==> src/rtl/apb_delayer_param_if.sv <==
// Upstream and downstream APB signals of the delayer, grouped into one bundle.
// The slave modport is the delayer's view; the master modport is the environment's.
interface apb_delayer_param_if #(
  parameter int ADDR_W = 32,
  parameter int DATA_W = 32
);
  logic [ADDR_W-1:0]   in_paddr;
  logic                in_psel;
  logic                in_penable;
  logic [2:0]          in_pprot;
  logic                in_pwrite;
  logic [DATA_W-1:0]   in_pwdata;
  logic [DATA_W/8-1:0] in_pstrb;
  logic                in_pready;
  logic [DATA_W-1:0]   in_prdata;
  logic                in_pslverr;

  logic [ADDR_W-1:0]   out_paddr;
  logic                out_psel;
  logic                out_penable;
  logic [2:0]          out_pprot;
  logic                out_pwrite;
  logic [DATA_W-1:0]   out_pwdata;
  logic [DATA_W/8-1:0] out_pstrb;
  logic                out_pready;
  logic [DATA_W-1:0]   out_prdata;
  logic                out_pslverr;

  modport slave (
    input  in_paddr, in_psel, in_penable, in_pprot, in_pwrite, in_pwdata, in_pstrb,
    output in_pready, in_prdata, in_pslverr,
    output out_paddr, out_psel, out_penable, out_pprot, out_pwrite, out_pwdata, out_pstrb,
    input  out_pready, out_prdata, out_pslverr
  );

  modport master (
    output in_paddr, in_psel, in_penable, in_pprot, in_pwrite, in_pwdata, in_pstrb,
    input  in_pready, in_prdata, in_pslverr,
    input  out_paddr, out_psel, out_penable, out_pprot, out_pwrite, out_pwdata, out_pstrb,
    output out_pready, out_prdata, out_pslverr
  );
endinterface

==> src/rtl/apb_delayer_param.sv <==
// APB bridge that stretches accesses inside an address window by a fixed-point
// ratio of the slave's own access time; other addresses pass straight through.
module apb_delayer_param #(
  parameter int                ADDR_W    = 32,
  parameter int                DATA_W    = 32,
  parameter logic [ADDR_W-1:0] WIN_BASE  = ADDR_W'(32'ha000_0000),
  parameter logic [ADDR_W-1:0] WIN_LIMIT = ADDR_W'(32'hc000_0000),
  parameter int                FRAC      = 4,
  parameter int                CNT_W     = 16
) (
  input  logic                clock,
  input  logic                reset,
  input  logic [7:0]          ratio,
  apb_delayer_param_if.slave  bus
);

  localparam int ACC_W = CNT_W + FRAC;

  typedef enum logic [1:0] {IDLE, FWD, WAIT, RESP} state_t;

  state_t              state_q, state_d, cur_state;
  logic [7:0]          ratio_q, ratio_d;
  logic [ACC_W-1:0]    acc_q, acc_d, acc_inc;
  logic [CNT_W-1:0]    n_q, n_d, n_inc;
  logic [CNT_W-1:0]    e_q, e_d, e_new, acc_int;
  logic [DATA_W-1:0]   rdata_q, rdata_d;
  logic                err_q, err_d;
  logic [ACC_W:0]      acc_sum;
  logic [CNT_W:0]      n_sum;
  logic                hit;

  assign bus.out_paddr  = bus.in_paddr;
  assign bus.out_pprot  = bus.in_pprot;
  assign bus.out_pwrite = bus.in_pwrite;
  assign bus.out_pwdata = bus.in_pwdata;
  assign bus.out_pstrb  = bus.in_pstrb;

  assign hit = (bus.in_paddr >= WIN_BASE) && (bus.in_paddr < WIN_LIMIT);

  // Outputs decode as IDLE while reset is held, so a transfer cut by reset never completes.
  assign cur_state = reset ? IDLE : state_q;

  always_comb begin
    acc_sum = {1'b0, acc_q} + (ACC_W+1)'(ratio_q);
    acc_inc = acc_sum[ACC_W] ? '1 : acc_sum[ACC_W-1:0];
    n_sum   = {1'b0, n_q} + (CNT_W+1)'(1);
    n_inc   = n_sum[CNT_W] ? '1 : n_sum[CNT_W-1:0];
    acc_int = acc_inc[ACC_W-1:FRAC];
    e_new   = (acc_int > n_inc) ? (acc_int - n_inc) : '0;
  end

  always_comb begin
    state_d = state_q;
    ratio_d = ratio_q;
    acc_d   = acc_q;
    n_d     = n_q;
    e_d     = e_q;
    rdata_d = rdata_q;
    err_d   = err_q;
    case (state_q)
      IDLE: begin
        if (bus.in_psel && hit) begin
          ratio_d = ratio;
          acc_d   = '0;
          n_d     = '0;
          e_d     = '0;
          state_d = FWD;
        end
      end
      FWD: begin
        if (!bus.in_psel) begin
          rdata_d = '0;
          err_d   = 1'b0;
          state_d = IDLE;
        end else if (bus.in_penable) begin
          acc_d = acc_inc;
          n_d   = n_inc;
          if (bus.out_pready) begin
            rdata_d = bus.out_prdata;
            err_d   = bus.out_pslverr;
            e_d     = e_new;
            state_d = (e_new != '0) ? WAIT : RESP;
          end
        end
      end
      WAIT: begin
        if (!bus.in_psel) begin
          rdata_d = '0;
          err_d   = 1'b0;
          state_d = IDLE;
        end else begin
          e_d = e_q - CNT_W'(1);
          if (e_q <= CNT_W'(1)) state_d = RESP;
        end
      end
      RESP: begin
        if (!bus.in_psel) begin
          rdata_d = '0;
          err_d   = 1'b0;
        end
        state_d = IDLE;
      end
      default: state_d = IDLE;
    endcase
  end

  always_comb begin
    bus.out_psel    = 1'b0;
    bus.out_penable = 1'b0;
    bus.in_pready   = 1'b0;
    bus.in_prdata   = rdata_q;
    bus.in_pslverr  = err_q;
    case (cur_state)
      IDLE: begin
        if (bus.in_psel && hit) begin
          bus.out_psel = 1'b1;
        end else begin
          bus.out_psel    = bus.in_psel;
          bus.out_penable = bus.in_penable;
          bus.in_pready   = bus.out_pready;
          bus.in_prdata   = bus.out_prdata;
          bus.in_pslverr  = bus.out_pslverr;
        end
      end
      FWD: begin
        bus.out_psel    = bus.in_psel;
        bus.out_penable = bus.in_penable;
      end
      RESP: bus.in_pready = bus.in_psel;
      default: ;
    endcase
  end

  always_ff @(posedge clock) begin
    if (reset) begin
      state_q <= IDLE;
      ratio_q <= '0;
      acc_q   <= '0;
      n_q     <= '0;
      e_q     <= '0;
      rdata_q <= '0;
      err_q   <= 1'b0;
    end else begin
      state_q <= state_d;
      ratio_q <= ratio_d;
      acc_q   <= acc_d;
      n_q     <= n_d;
      e_q     <= e_d;
      rdata_q <= rdata_d;
      err_q   <= err_d;
    end
  end

endmodule

==> src/flat_wrapper.sv <==
// flat-port wrapper written by rule: the top's interface ports become plain ports
module apb_delayer_param_flat 
#(
  parameter int                ADDR_W    = 32,
  parameter int                DATA_W    = 32,
  parameter logic [ADDR_W-1:0] WIN_BASE  = ADDR_W'(32'ha000_0000),
  parameter logic [ADDR_W-1:0] WIN_LIMIT = ADDR_W'(32'hc000_0000),
  parameter int                FRAC      = 4,
  parameter int                CNT_W     = 16
)
  (clock, reset, ratio, bus_in_paddr, bus_in_psel, bus_in_penable, bus_in_pprot, bus_in_pwrite, bus_in_pwdata, bus_in_pstrb, bus_in_pready, bus_in_prdata, bus_in_pslverr, bus_out_paddr, bus_out_psel, bus_out_penable, bus_out_pprot, bus_out_pwrite, bus_out_pwdata, bus_out_pstrb, bus_out_pready, bus_out_prdata, bus_out_pslverr);
  apb_delayer_param_if #(.ADDR_W(ADDR_W), .DATA_W(DATA_W)) bus_i ();
  input  logic clock;
  input  logic reset;
  input  logic [7:0] ratio;
  input wire logic [$bits(bus_i.in_paddr)-1:0] bus_in_paddr;
  input wire logic [$bits(bus_i.in_psel)-1:0] bus_in_psel;
  input wire logic [$bits(bus_i.in_penable)-1:0] bus_in_penable;
  input wire logic [$bits(bus_i.in_pprot)-1:0] bus_in_pprot;
  input wire logic [$bits(bus_i.in_pwrite)-1:0] bus_in_pwrite;
  input wire logic [$bits(bus_i.in_pwdata)-1:0] bus_in_pwdata;
  input wire logic [$bits(bus_i.in_pstrb)-1:0] bus_in_pstrb;
  output wire logic [$bits(bus_i.in_pready)-1:0] bus_in_pready;
  output wire logic [$bits(bus_i.in_prdata)-1:0] bus_in_prdata;
  output wire logic [$bits(bus_i.in_pslverr)-1:0] bus_in_pslverr;
  output wire logic [$bits(bus_i.out_paddr)-1:0] bus_out_paddr;
  output wire logic [$bits(bus_i.out_psel)-1:0] bus_out_psel;
  output wire logic [$bits(bus_i.out_penable)-1:0] bus_out_penable;
  output wire logic [$bits(bus_i.out_pprot)-1:0] bus_out_pprot;
  output wire logic [$bits(bus_i.out_pwrite)-1:0] bus_out_pwrite;
  output wire logic [$bits(bus_i.out_pwdata)-1:0] bus_out_pwdata;
  output wire logic [$bits(bus_i.out_pstrb)-1:0] bus_out_pstrb;
  input wire logic [$bits(bus_i.out_pready)-1:0] bus_out_pready;
  input wire logic [$bits(bus_i.out_prdata)-1:0] bus_out_prdata;
  input wire logic [$bits(bus_i.out_pslverr)-1:0] bus_out_pslverr;
  assign bus_i.in_paddr = bus_in_paddr;
  assign bus_i.in_psel = bus_in_psel;
  assign bus_i.in_penable = bus_in_penable;
  assign bus_i.in_pprot = bus_in_pprot;
  assign bus_i.in_pwrite = bus_in_pwrite;
  assign bus_i.in_pwdata = bus_in_pwdata;
  assign bus_i.in_pstrb = bus_in_pstrb;
  assign bus_in_pready = bus_i.in_pready;
  assign bus_in_prdata = bus_i.in_prdata;
  assign bus_in_pslverr = bus_i.in_pslverr;
  assign bus_out_paddr = bus_i.out_paddr;
  assign bus_out_psel = bus_i.out_psel;
  assign bus_out_penable = bus_i.out_penable;
  assign bus_out_pprot = bus_i.out_pprot;
  assign bus_out_pwrite = bus_i.out_pwrite;
  assign bus_out_pwdata = bus_i.out_pwdata;
  assign bus_out_pstrb = bus_i.out_pstrb;
  assign bus_i.out_pready = bus_out_pready;
  assign bus_i.out_prdata = bus_out_prdata;
  assign bus_i.out_pslverr = bus_out_pslverr;
  apb_delayer_param #(.ADDR_W(ADDR_W), .DATA_W(DATA_W), .WIN_BASE(WIN_BASE), .WIN_LIMIT(WIN_LIMIT), .FRAC(FRAC), .CNT_W(CNT_W)) u_core (.clock(clock), .reset(reset), .ratio(ratio), .bus(bus_i));
endmodule
==> config.mk <==
export PLATFORM = sky130hd
export DESIGN_NAME = apb_delayer_param_flat
export DESIGN_NICKNAME = d
export VERILOG_FILES = /design/src/rtl/apb_delayer_param_if.sv /design/src/rtl/apb_delayer_param.sv /design/src/flat_wrapper.sv
export SDC_FILE = /design/constraint.sdc
export NUM_CORES = 1
export LEC_CHECK = 0
export BUFFER_PORTS_ARGS = -buffer_cell sky130_fd_sc_hd__buf_2
export CAP_MARGIN = 10
export CORE_ASPECT_RATIO = 1.4
export CORE_MARGIN = 1
export CORE_UTILIZATION = 52
export CTS_BUF_LIST = sky130_fd_sc_hd__clkbuf_16
export CTS_CLUSTER_DIAMETER = 30
export DETAILED_ROUTE_END_ITERATION = 10
export GPL_ROUTABILITY_DRIVEN = 0
export PLACE_DENSITY = 0.84
export SLEW_MARGIN = 25
export SYNTH_ARGS = -nofsm -noshare
export SYNTH_HDL_FRONTEND = slang
export SYNTH_SLANG_ARGS = --single-unit
==> constraint.sdc <==
create_clock -name clock -period 6.1 [get_ports clock]
set_input_delay 0 -clock clock [delete_from_list [all_inputs] [get_ports clock]]
set_output_delay 0 -clock clock [all_outputs]
set_load 0.01 [all_outputs]
==> results.toml <==
[floorplan]
top_level_ports = 226
core_area_mm2 = 0.01294
floorplan.initialDensity_pct = 53.93
die_y_um = 139.1
die_area_mm2 = 0.01389
num_rows = 49
chipWidth_um = 99.90

[timing]
unrepaired_setup_endpoints_after_global_routing = "false"
post-route-period-util_pct = 85.00
final.setup.tns_ps = 0
final_max_slew_viol_count = 0
timing_hold_violations_final = 0
setup-violations-final = 0
worstMarginPinSlew_ps = 877.9
max_freq_mhz = 192.9
worst_clk_skew_ps = 13.08
timing.final.crit_period_ps = 5185
slew-limit-headroom_pct = 41.44

[global_routing]
global_route.overflow_total = 0
grt_max_degree = 46
grt_pass1_wl_um = 31640
grt_pass1_vias = 6541
aggregate_global_route_resource_usage_pct = 28.79
antenna_found_initial = 0

[clock_network]
numCtsBuffers = 9
worst_setup_hold_path_clk_slew_ps = 80
tritoncts = "built"
clk-insertion-delay-late_ps = 360
cts_htree_levels = 3
cts_setup_buffers = 0
clock_sinks = 95
cts_root_buffer_type = "sky130_fd_sc_hd__clkbuf_16"
cts-resized-gates = 0
maximum_root_to_sink_buffer_count = 2

[worst_setup_path]
critical_path.n_buffers_inverters = 1
path_max_fanout = 7
cp_data_arrival_time_ps = 5380
worst_path_max_delay_cell = "sky130_fd_sc_hd__a2111oi_0"
worst-endpoint-required_ps = 6290
cp-start-kind = "flip-flop"
critPathMaxStageDelay_ps = 540
endpoint_kind = "flip-flop"
setup.worst_path.start = "u_core.acc_q[0]$_SDFFE_PP0P_"
cpLargestDelayFamily = "compound AO/OA/AOI/OAI gates"
worstReg2RegStart = "u_core.acc_q[0]$_SDFFE_PP0P_"
setup.worst_path.class = "flip-flop to flip-flop"
path_cells = "ha_1 > fa_1 > a21oi_1 > o21bai_1 > a2111oi_0 > o21ba_2 > nor3_1 > nor2_1 > ha_1 > inv_1 > fa_1 > a211oi_1 > nor2_1 > a221oi_1 > a21oi_1 > o31ai_2 > nor3_1 > nand2b_1 > o221ai_1"

[routing]
ant_nets = 0
via_cell_ratio = 5.987
routed_wl_um = 19810
detail_route.wl_per_cell_um = 17.58
drt_pre_antenna_iters = 5
drc_errors = 0
num_vias = 6747
initialDrtViolationCount = 402

[yosys]
synth_seq_area_share_pct = 27.26
yosysTopAreaCellShare_pct = 27.26
netlist_area_mm2 = 0.006977
synth.avg_cell_area_um2 = 7.667
async_reset_ff_share_pct = 0
synth-warning-count = 0
synthDominantAreaCellType = "sky130_fd_sc_hd__dfxtp_1"
syn-instance-count = 910
synth_flop_cell = "sky130_fd_sc_hd__dfxtp_1"
number_of_flops_mapped_to_enable_cells_by_yosys = 0
post-synth-top-count-cell = "sky130_fd_sc_hd__nand2_1"
synth_nets = 1065
synth_cell_type_count = 74
postSynthRegisterBits = 95
yosys-top-cells-area = "sky130_fd_sc_hd__dfxtp_1 27%, sky130_fd_sc_hd__buf_4 7.7%, sky130_fd_sc_hd__a21oi_1 7.4%, sky130_fd_sc_hd__ha_1 6.3%, sky130_fd_sc_hd__nand2_1 5.6%"
synth.top_cells.by_count = "105 x sky130_fd_sc_hd__nand2_1, 103 x sky130_fd_sc_hd__a21oi_1, 95 x sky130_fd_sc_hd__dfxtp_1"

[final_layout]
fraction_of_final_layout_cells_with_drive_strength_greater_than_1_pct = 17.60
n_antenna_cell = 0
area_growth_syn_to_layout_pct = 10.58
nNetsFinal = 1099
postLayoutCoreUtil_pct = 59.64
layout.filler_cells = 1091

[min_path]
worst_hold_path_type = "input pin to output port"
hold_path.startpoint = "bus_in_paddr[3]"

[power_and_ir_drop]
powerDensity_mw_per_mm2 = 205.1
ir_drop_mv = 0.1582
power.static_leakage_uw = 0.003215

[place]
buffer_ports.inserted = 87
hpwl_detailed_um = 13940

[run]
drv.max_cap_violation_count = 0

[outcome]
status = "finished, final reports clean"
[cell type report]
cell class,instances,area (µm²),share of cell area (%)
clock buffer,9,225.2,2.919
clock inverter,7,85.08,1.103
inverter,18,67.56,0.8758
multi-input combinational,684,4307,55.82
sequential,95,1902,24.65
tap,178,222.7,2.887
timing repair buffer,136,905.9,11.74
[state kept, by name, indices dropped and copies added (netlist names)]
signal / cells
u_core.acc_q: 20
u_core.e_q: 16
u_core.err_q: 1
u_core.n_q: 16
u_core.ratio_q: 8
u_core.rdata_q: 32
u_core.state_q: 2
[worst paths after layout]
kind,endpoint,slack [ps],cells past startpoint
max,u_core.e_q[2]$_SDFFE_PP0P_,920,19
min,bus_out_paddr[3],0.004,0
max reg2reg,u_core.e_q[2]$_SDFFE_PP0P_,920,19
min reg2reg,u_core.rdata_q[16]$_SDFFE_PP0P_,450,2
[per-stage QoR]
step	area, µm²	setup WS (ps)	std cells	total power, µW	hold WS (ps)
floorplan	6977	1506	910	915.2	89.96
global placement	6994	1261	1070	960.3	0.06862
global route	7715	390.8	1127	1640	0.01504
finish	7715	915.3	1127	1582	0.003716
detailed placement	6994	1067	1070	964.0	0.06862
CTS	7715	1032	1127	1581	0.06862
[cells by family after synthesis]
| kind of cell | synth area share [%] |
|---|---|
| simple gates | 24.86 |
| compound gates | 19.67 |
| buf+inv | 11.28 |
| flops | 27.26 |
| mux | 6.062 |
| fa+ha+maj | 6.851 |
| xor+xnor | 4.017 |
[per-layer routing]
layer	share of wire, %	track usage [%]
met5	0	0.3663
met3	9.8	9.526
met2	49	50.34
met1	35	27.50
met4	6.2	21.59
[cells in the final DEF (no fill, tap or decap), drive strengths merged, types with 10 or more instances in the layout]
cell type / n
xor2: 22
nor2: 75
nor3: 32
a21oi: 103
ha: 35
inv: 22
nor4: 10
dfxtp: 95
nand2: 106
and2: 10
mux2: 34
o21ai: 32
dlygate4sd3: 41
nand3: 64
buf: 95
and3: 15
xnor2: 10
[where the power goes]
group	internal, µW	switching [µW]
clock	327	275
combinational	139	199
sequential	632	9.59
[repair_timing]
item / CTS / global route
setup endpoints to repair: 0 / 0
hold endpoints to repair: 41 / 0
hold buffers: 41 / 0
Power figures use the tool's default switching activity.
